### config.mk
export PLATFORM = sky130hd
export DESIGN_NAME = fifo_wr_arbiter
export DESIGN_NICKNAME = d
export VERILOG_FILES = /design/src/rtl/fifo_wr_arbiter.sv
export SDC_FILE = /design/constraint.sdc
export NUM_CORES = 1
export LEC_CHECK = 0
export ABC_AREA = 1
export CAP_MARGIN = 20
export CORE_MARGIN = 5
export CORE_UTILIZATION = 39
export DETAILED_ROUTE_END_ITERATION = 8
export GPL_TIMING_DRIVEN = 0
export HOLD_SLACK_MARGIN = 0.06
export PLACE_DENSITY = 0.83
export REMOVE_ABC_BUFFERS = 1
export SLEW_MARGIN = 20
export SYNTH_ARGS = -nofsm -noshare
export SYNTH_HDL_FRONTEND = slang
export SYNTH_SLANG_ARGS = --single-unit
### constraint.sdc
create_clock -name clk -period 1.9 [get_ports clk]
set_input_delay 0.285 -clock clk [delete_from_list [all_inputs] [get_ports clk]]
set_output_delay 0.285 -clock clk [all_outputs]
set_load 0.05 [all_outputs]
### src/rtl/fifo_wr_arbiter.sv
// Round-robin arbiter sharing one FIFO write port between NUM_REQ producers.
// Each grant lasts up to MAX_BURST beats and always passes through IDLE before the next grant.
module fifo_wr_arbiter #(
  parameter int NUM_REQ    = 4,
  parameter int DATA_WIDTH = 8,
  parameter int MAX_BURST  = 4,
  parameter int IDW        = $clog2(NUM_REQ)
) (
  input  logic                          clk,
  input  logic                          rst_n,
  input  logic [NUM_REQ-1:0]            req_valid,
  input  logic [NUM_REQ*DATA_WIDTH-1:0] req_data,
  output logic [NUM_REQ-1:0]            req_ready,
  input  logic                          fifo_full,
  output logic                          fifo_wr_en,
  output logic [DATA_WIDTH-1:0]         fifo_wr_data,
  output logic                          grant_valid,
  output logic [IDW-1:0]                grant_id
);

  localparam int BCW = $clog2(MAX_BURST + 1);

  typedef enum logic {IDLE, BURST} state_e;

  state_e                state_q, state_d;
  logic [IDW-1:0]        grant_id_q, grant_id_d;
  logic [IDW-1:0]        rr_ptr_q, rr_ptr_d;
  logic [BCW-1:0]        beat_cnt_q, beat_cnt_d;
  logic                  found;
  logic [IDW-1:0]        pick;
  logic [IDW:0]          idx_sum;
  logic [IDW-1:0]        grant_nxt;
  logic [DATA_WIDTH-1:0] data_arr [NUM_REQ];

  for (genvar i = 0; i < NUM_REQ; i++) begin : g_unpack
    assign data_arr[i] = req_data[i*DATA_WIDTH +: DATA_WIDTH];
  end

  // Scan from the highest rr offset down so the nearest valid requester wins.
  always_comb begin
    found   = 1'b0;
    pick    = '0;
    idx_sum = '0;
    for (int k = NUM_REQ - 1; k >= 0; k--) begin
      idx_sum = {1'b0, rr_ptr_q} + (IDW+1)'(k);
      if (idx_sum >= (IDW+1)'(NUM_REQ)) begin
        idx_sum = idx_sum - (IDW+1)'(NUM_REQ);
      end
      if (req_valid[idx_sum[IDW-1:0]]) begin
        found = 1'b1;
        pick  = idx_sum[IDW-1:0];
      end
    end
  end

  assign grant_nxt = (grant_id_q == IDW'(NUM_REQ - 1)) ? '0 : grant_id_q + IDW'(1);
  assign grant_id  = grant_id_q;

  always_comb begin
    state_d      = state_q;
    grant_id_d   = grant_id_q;
    rr_ptr_d     = rr_ptr_q;
    beat_cnt_d   = beat_cnt_q;
    req_ready    = '0;
    fifo_wr_en   = 1'b0;
    fifo_wr_data = '0;
    grant_valid  = 1'b0;
    case (state_q)
      IDLE: begin
        if (found) begin
          state_d    = BURST;
          grant_id_d = pick;
          beat_cnt_d = '0;
        end
      end
      BURST: begin
        grant_valid           = 1'b1;
        req_ready[grant_id_q] = ~fifo_full;
        fifo_wr_data          = data_arr[grant_id_q];
        fifo_wr_en            = req_valid[grant_id_q] & ~fifo_full;
        if (fifo_wr_en) begin
          beat_cnt_d = beat_cnt_q + BCW'(1);
        end
        // A dropped valid ends the burst even while the FIFO is full.
        if (!req_valid[grant_id_q] ||
            (fifo_wr_en && (beat_cnt_q == BCW'(MAX_BURST - 1)))) begin
          state_d  = IDLE;
          rr_ptr_d = grant_nxt;
        end
      end
      default: state_d = IDLE;
    endcase
  end

  always_ff @(posedge clk or negedge rst_n) begin
    if (!rst_n) begin
      state_q    <= IDLE;
      grant_id_q <= '0;
      rr_ptr_q   <= '0;
      beat_cnt_q <= '0;
    end else begin
      state_q    <= state_d;
      grant_id_q <= grant_id_d;
      rr_ptr_q   <= rr_ptr_d;
      beat_cnt_q <= beat_cnt_d;
    end
  end

endmodule

======== Yosys cells after proc, flatten, opt, wreduce, memory -nomap -nowiden ========
Index checks and enable logic that the tools add are counted.
word-level totals
  word-level logic and storage cells ...... 78
  output and inout bits ................... 16
  ROM bits ................................ 0
  memory bits (writable) .................. 0
  bits in latches ......................... 0
  flip-flop bits (word level) ............. 8
  memories kept ........................... 0
  input bits .............................. 39
cells by class
  $mul .................................... 0
  equal/unequal tests ..................... 4
  shift operators ......................... 0
  bitwise operators ....................... 5
  div/mod/pow operators ................... 0
  reductions and logical operators ........ 7
  add/sub/neg operators ................... 9
  mux-type cells .......................... 38
  $lt $le $gt $ge ......................... 11
operators with widths
  cell                 number
  $mux 8               3
  $mux 2               9
  $bmux 8 s2           1
  $lt 2x3->1 const B   5
  $mux 1               14
  $ge 3x3->1 const B   4
  $bmux 1 s2           5
  $sub 2x1->2 const B  4
  $add 2x2->3 const B  2
  $mux 3               2
  $pmux 3 s2           1
  $reduce_and 2->1     3
  $and 4x4->4          1
  $mux 4               1
  $add 2x1->3 const B  1
  $add 3x1->3 const B  1
  $eq 3x2->1 const B   1
  $ge 2x3->1 const B   1
  $not 2->3            1
  $add 2x1->2 const B  1
  $demux 1 s2          1
  $eq 2x2->1 const B   1
  $ge 2x1->1 const B   1
  $logic_and 1x1->1    2
  7 further kinds      8

======== Logic depth before layout (Yosys ltp) ========
Gate-level depths: netlist of run 1.
  word-level depth ........................ 11
  depth in mapped cells ................... 12
  gate-level depth less buffers ........... 11

======== Least setup slack after synthesis of run 1 ========
OpenSTA, ideal clock, no wires.
  path type ............................... reg-to-output
  from .................................... register grant_id_q[0], in the netlist grant_id[0]
  to ...................................... output port fifo_wr_data[0]
  data arrival time ....................... 2.112 ns
  stages on the path, launching flop included .. 7
  setup slack ............................. -0.497 ns
  required time ........................... 1.615 ns
  path through ............................ dfrtp_1 > buf_2 > buf_2 > nor2_1 > nor2_1 > o21ai_0 > a21oi_1
between the ends
  cells in the longest elaborated chain, start to end .. 5
ends and longest elaborated chain
  item                                        line  RTL
  start, declared                             26    logic [IDW-1:0] grant_id_q, grant_id_d;
  start signal, assigned                      103   grant_id_q <= grant_id_d;
  $not 2->3 (not written as such)             79    fifo_wr_data = data_arr[grant_id_q];
  $bmux 8 s2                                  79
  $mux 8 (not written as such) (2 in series)  79
  $mux 8                                      68    case (state_q)
  end, declared                               16    output logic [DATA_WIDTH-1:0] fifo_wr_data,
Every way passes these cells. The select of a mux whose other input is x is not followed.

======== Worst setup path in the final report of run 1 ========
  from .................................... register grant_id_q[0], in the netlist grant_id[0]
  to ...................................... output port fifo_wr_en
between the ends
  cells in the longest elaborated chain, start to end .. 4
ends and longest elaborated chain
  item                          line  RTL
  $bmux 1 s2                    80    fifo_wr_en = req_valid[grant_id_q] & ~fifo_full;
  $mux 1 (not written as such)  80
  $and 1x1->1                   80
  $mux 1                        68
  end, declared                 15    output logic fifo_wr_en,
Every way passes these cells. The select of a mux whose other input is x is not followed.

==> results of run 1 <==
[cell usage in the layout, fill, tap and decap left out, types with 2 or more instances in the layout]
cell             count
inv_1               10
inv_2                3
nand3_1             10
buf_6                3
a21oi_1              9
nor2_1              37
clkbuf_4             5
nand2_1             39
ha_1                 6
clkinvlp_4           3
nand2_2              9
o21ai_2              2
o21ai_1              2
buf_4               16
nor2_4               2
dfrtp_1              6
nand2_4              3
buf_2                3
clkdlybuf4s50_1     39
o21ai_0             17
[logic make-up after synthesis]
group,count (synthesis),share of synthesized area [%]
compound gates,32,16.3
fa+ha+maj,6,7.59
buf+inv,22,9.99
flops,8,20.2
simple gates,101,45.9
[routing by layer]
| metal | share of wire (%) | GRT usage (%) | vias to the layer above | wire length (µm) |
|---|---|---|---|---|
| li1 | - | - | 669 | - |
| met5 | 0 | 0 | - | 0 |
| met2 | 43 | 31.5 | 53 | 1500 |
| met3 | 12 | 4.89 | 5 | 424 |
| met1 | 43 | 24.5 | 575 | 1500 |
| met4 | 0.84 | 7.28 | 0 | 29 |
[state kept, by name, summed over array words and instances, names as in the netlist]
| name | flops |
|---|---|
| beat_cnt_q | 3 |
| state_q | 1 |
| rr_ptr_q | 2 |
| grant_id | 2 |
[worst min path at each step]
stage	cells past startpoint	start	slack (ns)	to
global route	1	rst_n	0.31	rr_ptr_q[0]
floorplan	0	rst_n	-0.01	beat_cnt_q[0]
global placement	1	beat_cnt_q[0]	0.48	beat_cnt_q[0]
detailed placement	1	beat_cnt_q[0]	0.48	beat_cnt_q[0]
CTS	1	rst_n	0.31	state_q
finish	1	rst_n	0.30	beat_cnt_q[1]
[layout make-up]
type | count | area share, %
Clock buffer | 3 | 1.36
Inverter | 15 | 3.77
Multi-Input combinational cell | 139 | 42.3
Sequential cell | 8 | 12.4
Tap cell | 30 | 2.26
Timing Repair Buffer | 66 | 37.1
Timing Repair inverter | 2 | 0.904
[through the flow]
stage	setup slack, ns	cells	cell area (µm²)	power [µW]
finish	0.0306	263	1660	2940
global route	-0.0731	263	1660	3180
CTS	-0.0220	260	1610	2820
detailed placement	-0.952	246	1530	2570
global placement	-0.911	246	1530	2530
floorplan	-0.506	162	950	1930
[cell usage after synthesis]
cell	instances
ha_1	6
buf_6	1
buf_2	5
nand3_1	10
o21ai_1	1
inv_2	2
a31oi_1	1
nor2_4	2
nand2_4	3
dfrtp_1	8
nand2_2	9
inv_1	12
o21ai_0	20
nand4_1	1
inv_4	1
a21oi_1	10
nor2_1	37
nand2_1	39
clkbuf_1	1
[power groups by stage]
stage	clock (µW)	sequential (µW)	combinational, µW
after floorplan	0	479	1450
after global placement	0	427	2100
after detailed placement	0	429	2140
after CTS	131	379	2310
after global routing	141	405	2630
final	128	384	2420
[what timing repair did]
item | in CTS | in global routing
gates cloned | 2 | 0
setup endpoints to repair | 21 | 12
resized for setup | 75 | 23
buffers inserted | 9 | 3
pin swaps | 0 | 2
==> flow_summary.yaml, run 1 <==
status:
  outcome: "finished clean"
worst_setup_path:
  setup.worst_path.class: "register to primary output"
  path_buf_inv: 3
  crit_arrival_ns: 1.58
  endpoint_kind: "primary output"
  cpMostUsedCell: "buf_6"
  reg2reg_setup_slack_ns: 0.34
  cp-startpoint: "grant_id[0]"
  r2r.worst_path.cells: 8
  crit_chain: "buf_6, nand2_1, nand3_1, nand4_1, inv_2, buf_6"
  r2r_end: "rr_ptr_q[0]"
  critPathMaxStageDelay_ns: 0.51
  start_kind: "register"
  path_max_fanout: 12
  required_ns: 1.62
  cp.depth: 6
  r2r-start: "grant_id[0]"
  endpoint: "fifo_wr_en"
  critPathSlowestCell: "dfrtp_4"
  crit_family: "flip-flops"
yosys:
  syn-cell-area_um2: 990
  ys_warn_count: 0
  yosysUniqueCellTypes: 19
  post_synth.cell_area_avg_um2: 5.86
  yosys.area.top_type: "dfrtp_1"
  yosysTopAreaCellShare_pct: 20.2
  synth-seq-cells: 8
  yosys-top-cells-area: "dfrtp_1 20%, nand2_1 15%, nor2_1 14%"
  netlist_instances: 169
  synth_seq_area_share_pct: 20.2
clock_tree:
  clk_pin_slew_ns: 0.05
  clk_latency_ns: 0.25
  cts-root-buf: "clkbuf_4"
  cts_buffers: 3
  postCtsHoldBufs: 0
  clock_sinks: 8
  cts_tree: "done"
  htreeDepth: 1
  cts_buffer_depth: 2
sta:
  period_share_pct: 98.4
  drv_slew: 0
  relSlewSlack_pct: 65.7
  finalHoldViolations: 0
  setup_tns_ns: 0
  period_needed_ns: 1.87
  setup_viol: 0
  rsz0062_at_grt: "yes"
  max_freq_ghz: 0.535
  tightest_slew_ns: 0.513
  finalClockSkew_ns: 0.000447
  hold-worst-slack_ns: 0.299
routing:
  wl_um: 3460
  drc: 0
  routed_via_density: 4.95
  dr.pass1.iters: 4
  vias: 1302
  ant_nets: 0
  wl_per_cell_um: 13.2
  drtIter0Drc: 116
pwr:
  pwr-share-seq_pct: 13.1
  p_leak_uw: 0.000814
  switchingPower_uw: 1750
  p_comb_share_pct: 82.6
  ir_worst_vdd_mv: 1.09
  switching_share_pct: 59.6
  power_density_nw_per_um2: 1770
  clock_power_share_pct: 4.4
  internal_power_uw: 1190
placed_design:
  portBuffers: 54
  gp_congestion: 0.806
  hpwl_um: 2380
finish:
  fin_util_pct: 67.6
  layout.nets: 280
  drive_gt1_share_pct: 23.2
  area_growth_pct: 67.8
  multiInputGateArea_um2: 702
  fillerInstances: 221
  diodes: 0
  ff_latch_area_um2: 205
grt:
  grt_pass1_vias: 1218
  grt_max_degree: 13
  gr-total-overflow: 0
  grt_use_total_pct: 19.3
  grt_pass1_wl_um: 5390
  antenna_found_initial: 0
die:
  initial_core_util_pct: 40.3
  dieArea_um2: 3650
  core_um2: 2450
  io_pins: 55
  die_w_um: 60.4
  die_y_um: 60.4
  core.rowCount: 18
run:
  cap_violations: 0
min_path:
  worstHoldPathType: "primary input to asynchronous set/reset pin"
(Power assumes the default switching activity.)
==> run 2: changes to the inputs <==
Settings changed: RECOVER_POWER from default to 25.
==> run 2 against run 1 <==
  * Cell count did not move
  * Highest routed layer unchanged
  * Non-clock buffer count did not move
  * Critical endpoint unchanged
  * Clock skew about the same
  * Clock-buffer cell count unchanged
  * Critical path depth unchanged
  * Combinational power barely moved
  * Largest cell class unchanged
  * Maximum frequency decreased by 0.13%
  * Utilization did not move
  * Largest power group unchanged
  * First-iteration DRC count stayed put
==> flow_summary.yaml, run 2 (synthesized netlist as in run 1, its figures left out) <==
status:
  outcome: "finished clean"
pwr:
  power_density_nw_per_um2: 1770
  ir_worst_vdd_mv: 1.09
  p_leak_uw: 0.000815
finish:
  largest_reg_flops: 3
  mostFrequentLayoutCells: "39 x nand2_1, 38 x clkdlybuf4s50_1, 37 x nor2_1, 17 x o21ai_0, 16 x buf_4"
  drive_gt1_share_pct: 23.2
  final_common_cell: "nand2_1"
  fillerInstances: 221
  layout.nets: 280
  area_growth_pct: 67.8
  ff_latch_area_um2: 205
  multiInputGateArea_um2: 702
  diodes: 0
  regMostFlops: "beat_cnt_q"
grt:
  antenna_found_initial: 0
  gr-total-overflow: 0
  grt_pass1_vias: 1218
  grt_pass1_wl_um: 5390
  grt_max_degree: 13
  grt_use_total_pct: 19.3
sta:
  drv_slew: 0
  tightest_slew_ns: 0.513
  setup_tns_ns: 0
  setup_viol: 0
  max_freq_ghz: 0.534
  period_share_pct: 98.5
  period_needed_ns: 1.87
  rsz0062_at_grt: "yes"
  setup_ws_ns: 0.0281
  finalClockSkew_ns: 0.000190
  relSlewSlack_pct: 65.7
  finalHoldViolations: 0
  hold-worst-slack_ns: 0.369
die:
  initial_core_util_pct: 40.3
  dieArea_um2: 3650
  io_pins: 55
  die_y_um: 60.4
  die_w_um: 60.4
  core.rowCount: 18
  core_um2: 2450
placed_design:
  hpwl_um: 2380
  dp_slack_ns: -0.952
  portBuffers: 54
  gp_congestion: 0.806
clock_tree:
  clk_latency_ns: 0.25
  clk_pin_slew_ns: 0.05
  cts_tree: "done"
  clock_sinks: 8
  cts_buffer_depth: 2
  cts-root-buf: "clkbuf_4"
  htreeDepth: 1
  cts_buffers: 3
  postCtsHoldBufs: 0
worst_setup_path:
  crit_chain: "buf_6, nand2_1, nand3_1, nand4_1, inv_2, buf_6"
  critPathMaxStageDelay_ns: 0.51
  crit_arrival_ns: 1.59
  endpoint_kind: "primary output"
  critPathSlowestCell: "dfrtp_4"
  cp.depth: 6
  path_buf_inv: 3
  cpMostUsedCell: "buf_6"
  required_ns: 1.62
  crit_family: "flip-flops"
  r2r.worst_path.cells: 8
  path_max_fanout: 12
  setup.worst_path.class: "register to primary output"
  start_kind: "register"
routing:
  dr.pass1.iters: 4
  wl_per_cell_um: 13.2
  wl_um: 3470
  drc: 0
  vias: 1302
  routed_via_density: 4.95
  ant_nets: 0
  drtIter0Drc: 116
run:
  cap_violations: 0
min_path:
  worstHoldPathType: "primary input to asynchronous set/reset pin"
[run 2: changes by cell type in the layout (fill, tap and decap cells not counted)]
cell,previous run,this run
clkdlybuf4s50_1,39,38
dlygate4sd3_1,0,1
[run 2: through the flow]
step,total power (µW),cell area [µm²],utilization [%],std cells
after global routing,3180,1660,67.6,263
after global placement,2530,1530,62.2,246
final,2940,1660,67.6,263
after detailed placement,2570,1530,62.2,246
after floorplan,1930,950,-,162
after CTS,2820,1610,65.5,260
[run 2: power breakdown]
group	internal, µW	switching, µW
logic	856	1570
clock network	72.1	55.6
registers	257	128
[run 2: per-layer routing]
metal / vias to the layer above / part of all wire (%) / routed length [µm] / GRT usage (%)
met1: 579 / 44 / 1510 / 24.5
met5: - / 0 / 0 / 0
met2: 48 / 44 / 1510 / 31.5
met4: 0 / 0.84 / 29 / 7.28
li1: 670 / - / - / -
met3: 5 / 12 / 412 / 4.89
[run 2: final timing paths]
check / start / endpoint / slack (ns)
min in group clk: beat_cnt_q[0] / beat_cnt_q[0] / 0.49
max in group asynchronous: rst_n / grant_id[0] / 1.25
hold reg to reg: beat_cnt_q[0] / beat_cnt_q[0] / 0.49
hold / removal: rst_n / beat_cnt_q[1] / 0.37
setup reg to reg: grant_id[0] / rr_ptr_q[0] / 0.34
setup / recovery: grant_id[0] / fifo_wr_en / 0.03
[run 2: repair_timing]
item | in CTS | in global routing
pin swaps | 0 | 2
setup endpoints to repair | 21 | 12
resized for setup | 75 | 23
setup buffers | 9 | 3
cloned | 2 | 0
[run 2: worst reg2reg max path, stage by stage (launching register included)]
cell,delay [ns]
dfrtp_4,0.55
buf_4,0.19
nand2_1,0.05
nand3_1,0.11
nand2_1,0.09
a21oi_1,0.04
nor2_1,0.24
nand3_1,0.12
o21ai_0,0.10
[run 2: layout make-up]
| class | count | area share (%) |
|---|---|---|
| well taps | 30 | 2.26 |
| clock buffers | 3 | 1.36 |
| inverters | 15 | 3.77 |
| multi-input cells | 139 | 42.3 |
| flip-flops and latches | 8 | 12.4 |
| repair inverters | 2 | 0.904 |
| repair buffers | 66 | 37.1 |
==> run 3: changes to the inputs <==
Settings changed: CORE_MARGIN 5 to default.
==> run 3 against run 2 <==
  * Via count is 1.4% higher
  * Clock power hardly changed
  * Final area is 0.98% lower
  * Maximum frequency is 0.72% higher
  * Clock-buffer cell count stayed put
  * Sequential cell count stayed put
  * Register-to-register slack better by 0.05 ns
  * Critical path type unchanged
  * Critical endpoint is now fifo_wr_data[0]
  * Largest cell class unchanged
  * Largest power group unchanged
==> flow_summary.yaml, run 3 (synthesized netlist as in run 1, its figures left out) <==
status:
  outcome: "finished clean"
worst_setup_path:
  setup.worst_path.class: "register to primary output"
  r2r_end: "rr_ptr_q[1]"
  start_kind: "register"
  reg2reg_setup_slack_ns: 0.39
  path_max_fanout: 8
  required_ns: 1.62
  r2r-start: "grant_id[0]"
  r2r.worst_path.cells: 7
  crit_arrival_ns: 1.57
  endpoint_kind: "primary output"
  cp-startpoint: "grant_id[0]"
sta:
  drv_slew: 0
  period_share_pct: 97.8
  max_freq_ghz: 0.538
  relSlewSlack_pct: 66.9
  finalClockSkew_ns: 0.0107
  rsz0062_at_grt: "yes"
  hold-worst-slack_ns: 0.372
  finalHoldViolations: 0
  period_needed_ns: 1.86
  setup_viol: 0
  tightest_slew_ns: 0.495
placed_design:
  dpl_cell_area_um2: 1530
  hpwl_um: 2280
  portBuffers: 54
  gp_congestion: 0.815
routing:
  dr.pass1.iters: 4
  routed_via_density: 5.02
  drtIter0Drc: 19
  vias: 1320
  wl_um: 3290
  drc: 0
  ant_nets: 0
  wl_per_cell_um: 12.5
finish:
  final_common_cell: "nand2_1"
  finalInstanceArea_um2: 1640
  diodes: 0
  fin_util_pct: 71.6
  largest_reg_flops: 3
  area_growth_pct: 66.1
  regMostFlops: "beat_cnt_q"
  drive_gt1_share_pct: 23.4
  mostFrequentLayoutCells: "39 x nand2_1, 38 x clkdlybuf4s50_1, 35 x nor2_1, 18 x buf_4, 12 x o21ai_0"
  layout.nets: 282
pwr:
  p_comb_share_pct: 82.6
  ir_worst_vdd_mv: 1.18
  internal_power_uw: 1170
  pwr-share-seq_pct: 13.1
  clock_power_share_pct: 4.3
  switchingPower_uw: 1740
  p_leak_uw: 0.000806
  power_density_nw_per_um2: 1770
  switching_share_pct: 59.8
grt:
  antenna_found_initial: 0
  gr-total-overflow: 0
  grt_max_degree: 15
  grt_pass1_vias: 1224
  grt_pass1_wl_um: 5090
  grt_use_total_pct: 24.4
die:
  io_pins: 55
  core.rowCount: 17
  die_y_um: 52.4
  initial_core_util_pct: 43.1
  dieArea_um2: 2740
  die_w_um: 52.4
  core_um2: 2300
clock_tree:
  clk_latency_ns: 0.25
  htreeDepth: 1
  cts_tree: "done"
  postCtsHoldBufs: 0
  clock_sinks: 8
  cts_buffer_depth: 2
  cts_buffers: 3
  cts-root-buf: "clkbuf_4"
  clk_pin_slew_ns: 0.06
run:
  cap_violations: 0
min_path:
  worstHoldPathType: "primary input to asynchronous set/reset pin"
run 3: cell types whose count changed in the layout (fill, tap and decap cells not counted), sizes merged:
cell          before  now
dlymetal6s2s       1    0
buf               23   24
clkbuf             5    6
dlygate4sd2        1    2
run 3: timing repair:
| item | 4_1_cts | 5_1_grt |
|---|---|---|
| pin swaps | 1 | 2 |
| cloned | 1 | 1 |
| gates resized for setup | 72 | 28 |
| buffers inserted | 8 | 6 |
| hold endpoints to repair | 0 | 0 |
| setup endpoints to repair | 21 | 13 |
run 3: through the flow:
step | total power, µW | setup slack, ns | setup TNS [ns] | instances
after floorplan | 1930 | -0.506 | -6.83 | 162
after detailed placement | 2560 | -0.927 | -10.41 | 244
final | 2910 | 0.0415 | 0 | 263
after CTS | 2720 | -0.0133 | -0.0133 | 256
after global placement | 2510 | -0.919 | -9.87 | 244
after global routing | 3150 | -0.0605 | -0.110 | 263
run 3: critical path: stages (launching register included):
cell     delay (ns)
dfrtp_4        0.52
buf_4          0.15
buf_4          0.14
nor2_2         0.10
nor2_1         0.04
o21ai_1        0.08
a21oi_1        0.08
buf_4          0.21
run 3: worst max-delay path by stage:
stage | to | slack (ns) | cells past startpoint
finish | fifo_wr_data[0] | 0.04 | 7
detailed placement | fifo_wr_en | -0.93 | 6
CTS | fifo_wr_en | -0.01 | 6
global placement | fifo_wr_en | -0.92 | 6
floorplan | fifo_wr_data[1] | -0.51 | 3
global route | fifo_wr_en | -0.06 | 6
run 3: area by class of cell:
type	count	area (µm²)
fillers	189	653
well taps	28	35.0
repair inverters	2	15.0
flip-flops and latches	8	205
repair buffers	68	608
inverters	15	62.6
multi-input cells	139	696
clock buffers	3	22.5
run 3: per-layer routing:
layer	up-vias	GRT usage, %	wire [µm]
li1	671	-	-
met1	593	26.6	1340
met2	50	45.8	1570
met3	6	7.54	344
met4	0	4.39	45
met5	-	0	0
run 3: power groups by stage:
stage               combinational (µW)  clock, µW  sequential (µW)
global placement                  2090          0              421
CTS                               2200        128              395
floorplan                         1450          0              479
detailed placement                2140          0              426
finish                            2400        127              381
global route                      2620        137              393
